## src/rtl/hazard_pkg.sv

```systemverilog
// Shared definitions for the hazard control unit.
//   - FSM state encoding (RUN / LU_STALL / FLUSH / MUL_HOLD)
//   - default register-specifier width
//   - architectural zero register (never a hazard source)
package hazard_pkg;

  localparam int HZ_REG_W = 5;

  localparam logic [1:0] ST_RUN      = 2'd0;
  localparam logic [1:0] ST_LU_STALL = 2'd1;
  localparam logic [1:0] ST_FLUSH    = 2'd2;
  localparam logic [1:0] ST_MUL_HOLD = 2'd3;

  localparam logic [HZ_REG_W-1:0] ZERO_REG = '0;

endpackage

```

## src/rtl/hazard_detect.sv

```systemverilog
// Pure combinational load-use comparator.
// Ports:
//   ID_Rs, ID_Rt  in  REG_W  source specifiers of the instruction in ID
//   ID_UsesRt     in  1      ID instruction really reads rt
//   EX_MemRead    in  1      instruction in EX is a load
//   EX_Rt         in  REG_W  load destination in EX
//   LoadUseHit    out 1      ID needs the value the EX load has not produced yet
module hazard_detect
  import hazard_pkg::*;
#(
  parameter int REG_W = HZ_REG_W
) (
  input  logic [REG_W-1:0] ID_Rs,
  input  logic [REG_W-1:0] ID_Rt,
  input  logic             ID_UsesRt,
  input  logic             EX_MemRead,
  input  logic [REG_W-1:0] EX_Rt,
  output logic             LoadUseHit
);

  logic dest_live;

  // Loads targeting $zero write nothing, so they can never feed a consumer.
  assign dest_live  = EX_MemRead && (EX_Rt != REG_W'(ZERO_REG));
  assign LoadUseHit = dest_live &&
                      ((EX_Rt == ID_Rs) || (ID_UsesRt && (EX_Rt == ID_Rt)));

endmodule

```

## src/rtl/hazard_control_unit.sv

```systemverilog
// Pipeline sequencer for the 5-stage MIPS core.
// Decides each cycle whether IF/ID captures, holds or is cleared and whether
// the PC advances. Outputs are decoded combinationally from the registered
// state plus the current inputs, so every hazard response is zero-cycle.
//
// Ports:
//   Clock         in   1      rising-edge clock
//   Reset         in   1      synchronous, active-high
//   ID_Rs/ID_Rt   in   REG_W  source specifiers in ID
//   ID_UsesRt     in   1      ID instruction reads rt
//   EX_MemRead    in   1      EX instruction is a load
//   EX_Rt         in   REG_W  load destination in EX
//   BranchTaken   in   1      redirect resolved this cycle
//   MulBusy       in   1      multi-cycle multiply occupies EX
//   PCWrite       out  1      PC register updates
//   PCSel         out  1      select redirect target, clear IF/ID
//   Stall_ID      out  1      IF/ID holds
//   ID_EX_Bubble  out  1      ID/EX loads a NOP
//   StallCount    out  32     (HAZARD_STATS_EN only) stall cycles seen
//   FlushCount    out  32     (HAZARD_STATS_EN only) redirect/flush cycles seen
//   FsmState      out  2      current FSM state, for debug/observation
//
// Build option: define HAZARD_STATS_EN to add the saturating statistics
// counters and their ports.
//
// Handshake note: there is no valid/ready pairing here; every output is a
// per-cycle level that the pipeline registers obey on the next rising edge.
module hazard_control_unit
  import hazard_pkg::*;
#(
  parameter int REG_W        = HZ_REG_W,
  parameter int FLUSH_CYC    = 1,
  parameter int LU_STALL_CYC = 1
) (
  input  logic             Clock,
  input  logic             Reset,
  input  logic [REG_W-1:0] ID_Rs,
  input  logic [REG_W-1:0] ID_Rt,
  input  logic             ID_UsesRt,
  input  logic             EX_MemRead,
  input  logic [REG_W-1:0] EX_Rt,
  input  logic             BranchTaken,
  input  logic             MulBusy,
  output logic             PCWrite,
  output logic             PCSel,
  output logic             Stall_ID,
  output logic             ID_EX_Bubble,
`ifdef HAZARD_STATS_EN
  output logic [31:0]      StallCount,
  output logic [31:0]      FlushCount,
`endif
  output logic [1:0]       FsmState
);

  localparam int MAX_CYC = (FLUSH_CYC > LU_STALL_CYC) ? FLUSH_CYC : LU_STALL_CYC;
  localparam int CNT_W   = $clog2(MAX_CYC) + 1;

  // Where a redirect / load-use response goes next. A single-cycle window
  // needs no dedicated state: the triggering RUN cycle already covers it.
  localparam logic [1:0]       REDIR_STATE = (FLUSH_CYC > 1) ? ST_FLUSH : ST_RUN;
  localparam logic [CNT_W-1:0] REDIR_CNT   = (FLUSH_CYC > 1) ? CNT_W'(FLUSH_CYC - 1) : '0;
  localparam logic [1:0]       LU_STATE    = (LU_STALL_CYC > 1) ? ST_LU_STALL : ST_RUN;
  localparam logic [CNT_W-1:0] LU_CNT      = (LU_STALL_CYC > 1) ? CNT_W'(LU_STALL_CYC - 1) : '0;

  logic [1:0]       state_q, state_nxt;
  logic [CNT_W-1:0] cnt_q, cnt_nxt;
  logic             load_use_hit;

  hazard_detect #(
    .REG_W (REG_W)
  ) u_detect (
    .ID_Rs      (ID_Rs),
    .ID_Rt      (ID_Rt),
    .ID_UsesRt  (ID_UsesRt),
    .EX_MemRead (EX_MemRead),
    .EX_Rt      (EX_Rt),
    .LoadUseHit (load_use_hit)
  );

  assign FsmState = state_q;

  always_comb begin
    PCWrite      = 1'b1;
    PCSel        = 1'b0;
    Stall_ID     = 1'b0;
    ID_EX_Bubble = 1'b0;
    state_nxt    = state_q;
    cnt_nxt      = cnt_q;

    // While Reset is high the pipeline sees plain RUN outputs; the edge
    // itself returns the FSM to RUN with a cleared counter.
    if (!Reset) begin
      case (state_q)
        ST_RUN: begin
          if (BranchTaken) begin
            PCSel     = 1'b1;
            state_nxt = REDIR_STATE;
            cnt_nxt   = REDIR_CNT;
          end else if (MulBusy) begin
            PCWrite      = 1'b0;
            Stall_ID     = 1'b1;
            ID_EX_Bubble = 1'b1;
            state_nxt    = ST_MUL_HOLD;
          end else if (load_use_hit) begin
            PCWrite      = 1'b0;
            Stall_ID     = 1'b1;
            ID_EX_Bubble = 1'b1;
            state_nxt    = LU_STATE;
            cnt_nxt      = LU_CNT;
          end
        end

        ST_LU_STALL: begin
          // A resolved redirect makes the stalled instruction dead, so it
          // is abandoned and the flush window starts instead.
          if (BranchTaken) begin
            PCSel     = 1'b1;
            state_nxt = REDIR_STATE;
            cnt_nxt   = REDIR_CNT;
          end else begin
            PCWrite      = 1'b0;
            Stall_ID     = 1'b1;
            ID_EX_Bubble = 1'b1;
            if (cnt_q <= CNT_W'(1)) begin
              state_nxt = ST_RUN;
              cnt_nxt   = '0;
            end else begin
              cnt_nxt = cnt_q - CNT_W'(1);
            end
          end
        end

        ST_FLUSH: begin
          // IF/ID is held clear and the PC keeps fetching down the new path.
          // Inputs are ignored: ID/EX only holds squashed bubbles here.
          Stall_ID     = 1'b1;
          ID_EX_Bubble = 1'b1;
          if (cnt_q <= CNT_W'(1)) begin
            state_nxt = ST_RUN;
            cnt_nxt   = '0;
          end else begin
            cnt_nxt = cnt_q - CNT_W'(1);
          end
        end

        default: begin  // ST_MUL_HOLD
          if (BranchTaken) begin
            PCSel     = 1'b1;
            state_nxt = REDIR_STATE;
            cnt_nxt   = REDIR_CNT;
          end else if (MulBusy) begin
            PCWrite      = 1'b0;
            Stall_ID     = 1'b1;
            ID_EX_Bubble = 1'b1;
          end else begin
            // Release cycle: the pipeline moves on with normal outputs.
            state_nxt = ST_RUN;
            cnt_nxt   = '0;
          end
        end
      endcase
    end
  end

  always_ff @(posedge Clock) begin
    if (Reset) begin
      state_q <= ST_RUN;
      cnt_q   <= '0;
    end else begin
      state_q <= state_nxt;
      cnt_q   <= cnt_nxt;
    end
  end

`ifdef HAZARD_STATS_EN
  logic stall_evt, flush_evt;

  assign stall_evt = Stall_ID && !PCSel;
  assign flush_evt = PCSel || (state_q == ST_FLUSH);

  always_ff @(posedge Clock) begin
    if (Reset) begin
      StallCount <= '0;
      FlushCount <= '0;
    end else begin
      if (stall_evt && (StallCount != 32'hFFFF_FFFF))
        StallCount <= StallCount + 32'd1;
      if (flush_evt && (FlushCount != 32'hFFFF_FFFF))
        FlushCount <= FlushCount + 32'd1;
    end
  end
`endif

endmodule

```

## config.mk

```make
export PLATFORM = sky130hd
export DESIGN_NAME = hazard_control_unit
export DESIGN_NICKNAME = d
export VERILOG_FILES = /design/src/rtl/hazard_pkg.sv /design/src/rtl/hazard_detect.sv /design/src/rtl/hazard_control_unit.sv
export SDC_FILE = /design/constraint.sdc
export NUM_CORES = 1
export LEC_CHECK = 0
export BUFFER_PORTS_ARGS = -buffer_cell sky130_fd_sc_hd__buf_2
export CAP_MARGIN = 25
export CORE_AREA = 5 5 42 44
export DETAILED_ROUTE_END_ITERATION = 6
export DIE_AREA = 0 0 47 49
export MAX_ROUTING_LAYER = met4
export PLACE_DENSITY = 0.5
export SYNTH_ARGS = -nofsm -noshare
export SYNTH_HDL_FRONTEND = slang
export SYNTH_SLANG_ARGS = --single-unit
```

## constraint.sdc

```tcl
create_clock -name Clock -period 1.1 [get_ports Clock]
set_input_delay 0.11 -clock Clock [delete_from_list [all_inputs] [get_ports Clock]]
set_output_delay 0.11 -clock Clock [all_outputs]
set_load 0.005 [all_outputs]
```

After elaboration in Yosys (flattened, before gate mapping)
Cells that the tools add are included.

Bitwise operators: 0. Divide/modulo/power cells: 0. Multiply operators: 0. Mux-type cells: 34. Shift-type cells: 0. Reduce and logical (&&, ||, !) cells: 8. $lt $le $gt $ge: 1. Equal/unequal tests: 9. Add/subtract/negate cells: 1.

Operator list (number): 1-bit 2-to-1 mux (23); 2-bit 2-to-1 mux (7); 5-bit equality test (2); 1-bit case mux with 3 select lines (3); 3-bit inequality test (second input constant) (2); 2-bit case mux with 3 select lines (1); 5-bit by 2-bit inequality test with 1-bit output (second input constant) (1); 5-bit nonzero test (1); 4-bit by 2-bit inequality test with 1-bit output (second input constant) (1); 4-bit inequality test (second input constant) (1); 1-bit logical AND (3); 3-bit AND reduction (1); 2-bit by 1-bit equality test with 1-bit output (second input constant) (1); 2-bit equality test (second input constant) (1); 2-bit zero test (1); 2-bit AND reduction (1); 1-bit less-or-equal comparator (second input constant) (1); 1-bit logical OR (1); 1-bit subtractor (second input constant) (1).

Memories kept: 0. Flip-flop bits (word level): 3. Input port bits: 21. Output and inout port bits: 6. RAM bits: 0. Bits in read-only memories: 0. Bits in latches: 0. Logic and storage cells: 55.

Depth between registers and ports, before layout
Depth in word-level cells: 9. Mapped depth: 5. Depth with buffers taken out: 4.

Modules after synthesis
A second synthesis with hierarchy kept.

Cell total of the unflattened synthesis: 26. Area, all modules: 212.7 µm².

Modules (own cells, without submodules): hazard_detect (sequential area each 0.0 µm², instances 1, cells each 17, area an instance 132.6 µm²); hazard_control_unit (sequential area each 20.0 µm², instances 1, cells each 9, area an instance 80.1 µm²).

Least setup slack after synthesis
OpenSTA, ideal clock, no wires.

Kind: register to output. Start point: register state_q[1] (netlist: FsmState[1]). End point: output port Stall_ID. Required time: 0.990 ns. Slack: 0.000 ns. Cell stages (with the launch flop): 4. Arrival time: 0.990 ns. Buffers on the path: 1. Cells stage by stage: dfxtp_1 nor4b_1 a31o_1 buf_4.

Cells in the longest elaborated chain, start to end: 3. Elaborated cells on any way between the ends: 5. Classes of those cells: eq/ne: 2; mux: 2; reduce/logical: 1.

RTL lines: start: declaration (line hazard_control_unit.sv:65) `logic [1:0] state_q, state_nxt;`; start signal: assignment (line hazard_control_unit.sv:170) `state_q <= state_nxt;`; 2-bit equality test (tied with other cells); 1-bit case mux with 3 select lines *; 1-bit 2-to-1 mux *; end: declaration (line hazard_control_unit.sv:46) `output logic Stall_ID,`.

Mark *: on every way between the ends. The rest lies on a longest branch, timed or not.

Final worst setup path
Start point: input port ID_Rs[0]. End point: output port Stall_ID.

Cells in the longest elaborated chain, start to end: 8.

RTL lines: start: declaration (line hazard_control_unit.sv:37) `input logic [REG_W-1:0] ID_Rs,`; 5-bit equality test (line hazard_detect.sv:26) `((EX_Rt == ID_Rs) || (ID_UsesRt && (EX_Rt == ID_Rt)));`; 1-bit logical OR (line hazard_detect.sv:26); 1-bit logical AND (line hazard_detect.sv:25) `assign LoadUseHit = dest_live &&`; 1-bit 2-to-1 mux (line hazard_control_unit.sv:104) `end else if (load_use_hit) begin`; 1-bit 2-to-1 mux (line hazard_control_unit.sv:99) `end else if (MulBusy) begin`; 1-bit 2-to-1 mux (line hazard_control_unit.sv:95) `if (BranchTaken) begin`; 1-bit case mux with 3 select lines (line hazard_control_unit.sv:93) `case (state_q)`; 1-bit 2-to-1 mux (line hazard_control_unit.sv:92) `if (!Reset) begin`.

No other way between the ends.

==> metrics.md <==
| Metric | Value |
|---|---|
| Status | complete, no violations |
| Startpoint class of the critical path | input pin |
| Number of synthesized flops with an enable pin | 0 |
| DR vias/cell | 3.98 |
| Place WS | 0.00390 ns |
| Gate Count Post-Synth | 26 |
| WP data required | 0.99 ns |
| Post-CTS Resized | 0 |
| Routed wire per std cell | 10.2 um |
| I/O pin total | 27 |
| Layout Nets | 73 |
| Row Count | 14 |
| Postcts setup bufs | 0 |
| Vias in the first global route | 238 |
| Synth Flop Type | dfxtp_1 |
| Tmin final | 1.02 ns |
| Fin. Hold Viols | 0 |
| Max Cap Viol | 0 |
| Syn. warnings | 0 |
| # DRC | 0 |
| Post-synth top area share | 0.429 |
| Netlist Area Pre-Place | 204 um2 |
| Max Slew Vio Count | 0 |
| First-pass GRT wire length | 945 um |
| Synthesized net count | 47 |
| GR Overflow Total | 0 |
| Hold Path Class | input pin to flop |
| Worst Max-Slew Pin Slew | 0.337 ns |
| Fillers | 154 |
| Critical-path maximum fanout | 2 |
| Antenna-violating nets left | 0 |
| Die Wd | 47 um |
| Fin Setup TNS | 0 ns |
| Max FFs per register | 1 |
| Area growth syn-to-layout | 132% |
| Worst Path Arrival | 0.91 ns |
| Most instantiated cells after synthesis | xnor2_1, nand2_1, buf_4 |
| Vias | 263 |
| Pwr dens | 434 nW/um2 |
| Drt pass-1 iters | 1 |
| Fmax | 977 MHz |
| Post-Route WL | 676 um |
| Critical path capture point type | output pin |
| Worst hold margin | 0.370 ns |
| Initial core utilization | 0.146 |
| Leading area contributor after synthesis | xnor2_1 |
| Tot GR Track Use | 0.0518 |
| Final Cycle Share | 0.930 |
| Ranking of synthesized cells by area | xnor2_1, dfxtp_1, buf_4 |
| Hold-fix buffers, CTS | 0 |
| Core Region | 1400 um2 |
| Crit Path Category | input pin to output pin |
| Clock transition at the registers of the reported paths | 0 ns |
| Final GP Congestion | 0.799 |
| Final setup fails | 0 |
| # port buffers | 26 |
| Largest net degree at the start of global routing | 4 |
| Post-synthesis register bit count | 1 |
| Final Util | 0.338 |
| Count leader, synth | xnor2_1 |
| Final worst slack | 0.0767 ns |
| Leakage | 0.226 nW |
| Ant diodes | 0 |
| Sequential-to-total area share from yosys stat | 0.0982 |
| Post-synth cell types | 14 |
| Rel. slew slack | 0.775 |
| Die height | 49 um |
| Iter 0 DRT Violations | 0 |
| Max VDD drop | 0.000133 V |
| Syn_area_per_cell | 7.84 um2 |
| Initial antenna violation count | 0 |
| Share of cells above drive strength 1 | 0.720 |
| Die ar. | 2300 um2 |
| FFs w/ async S/R, synth | 0 |
==> layout by cell type (no fill, tap or decap) <==
master	n
nand3_1	1
nor3_1	1
a31o_1	1
o22ai_2	1
nor4b_4	1
dfxtp_1	1
buf_6	9
nor2_1	1
xnor2_2	8
nor2b_1	1
nor3b_1	1
nand2_1	3
nand4_1	1
xnor2_1	2
a31oi_1	1
buf_2	16
buf_4	1
==> power by group <==
group	internal (mW)	leakage [nW]	total, mW	switching, mW
combinational	0.108	0.218	0.165	0.0578
clock	0	0	0	0
sequential	0.0385	0.00822	0.0401	0.00160
total	0.146	0.226	0.205	0.0594
==> final timing paths <==
path / start / end / cells after the start
setup / recovery: ID_Rs[0] / Stall_ID / 6
hold / removal: BranchTaken / FsmState[1] / 2
==> critical path: stages <==
cell and delay [ns]:
buf_6 0.09, xnor2_2 0.13, nand3_1 0.10, o22ai_2 0.19
a31o_1 0.17, buf_2 0.11
==> per-stage QoR <==
stage	instances	total power, mW	area [um2]
final	66	0.205	473
after CTS	66	0.155	345
after detailed placement	66	0.155	345
after floorplan	26	0.0976	210
after global routing	66	0.219	473
after global placement	66	0.155	345
==> cell families (layout without fill, tap and decap cells) <==
family,Yosys count,count (layout),share of synthesized area
compound gates,3,3,0.135
xor+xnor,10,10,0.429
flops,1,1,0.0982
simple gates,10,10,0.264
buf+inv,2,26,0.0736
==> metal layers <==
layer,wire length (um),global-route usage
met1,219,0.0587
met2,370,0.102
met3,86,0
met4,0,0
met5,0,-
==> cell type report <==
| type | instances | area, um2 | area share |
|---|---|---|---|
| multi-input cells | 23 | 244 | 0.516 |
| repair buffers | 26 | 189 | 0.399 |
| flip-flops and latches | 1 | 20.0 | 0.0423 |
| well taps | 16 | 20.0 | 0.0423 |
No activity file was read; power rests on OpenSTA's default activity.
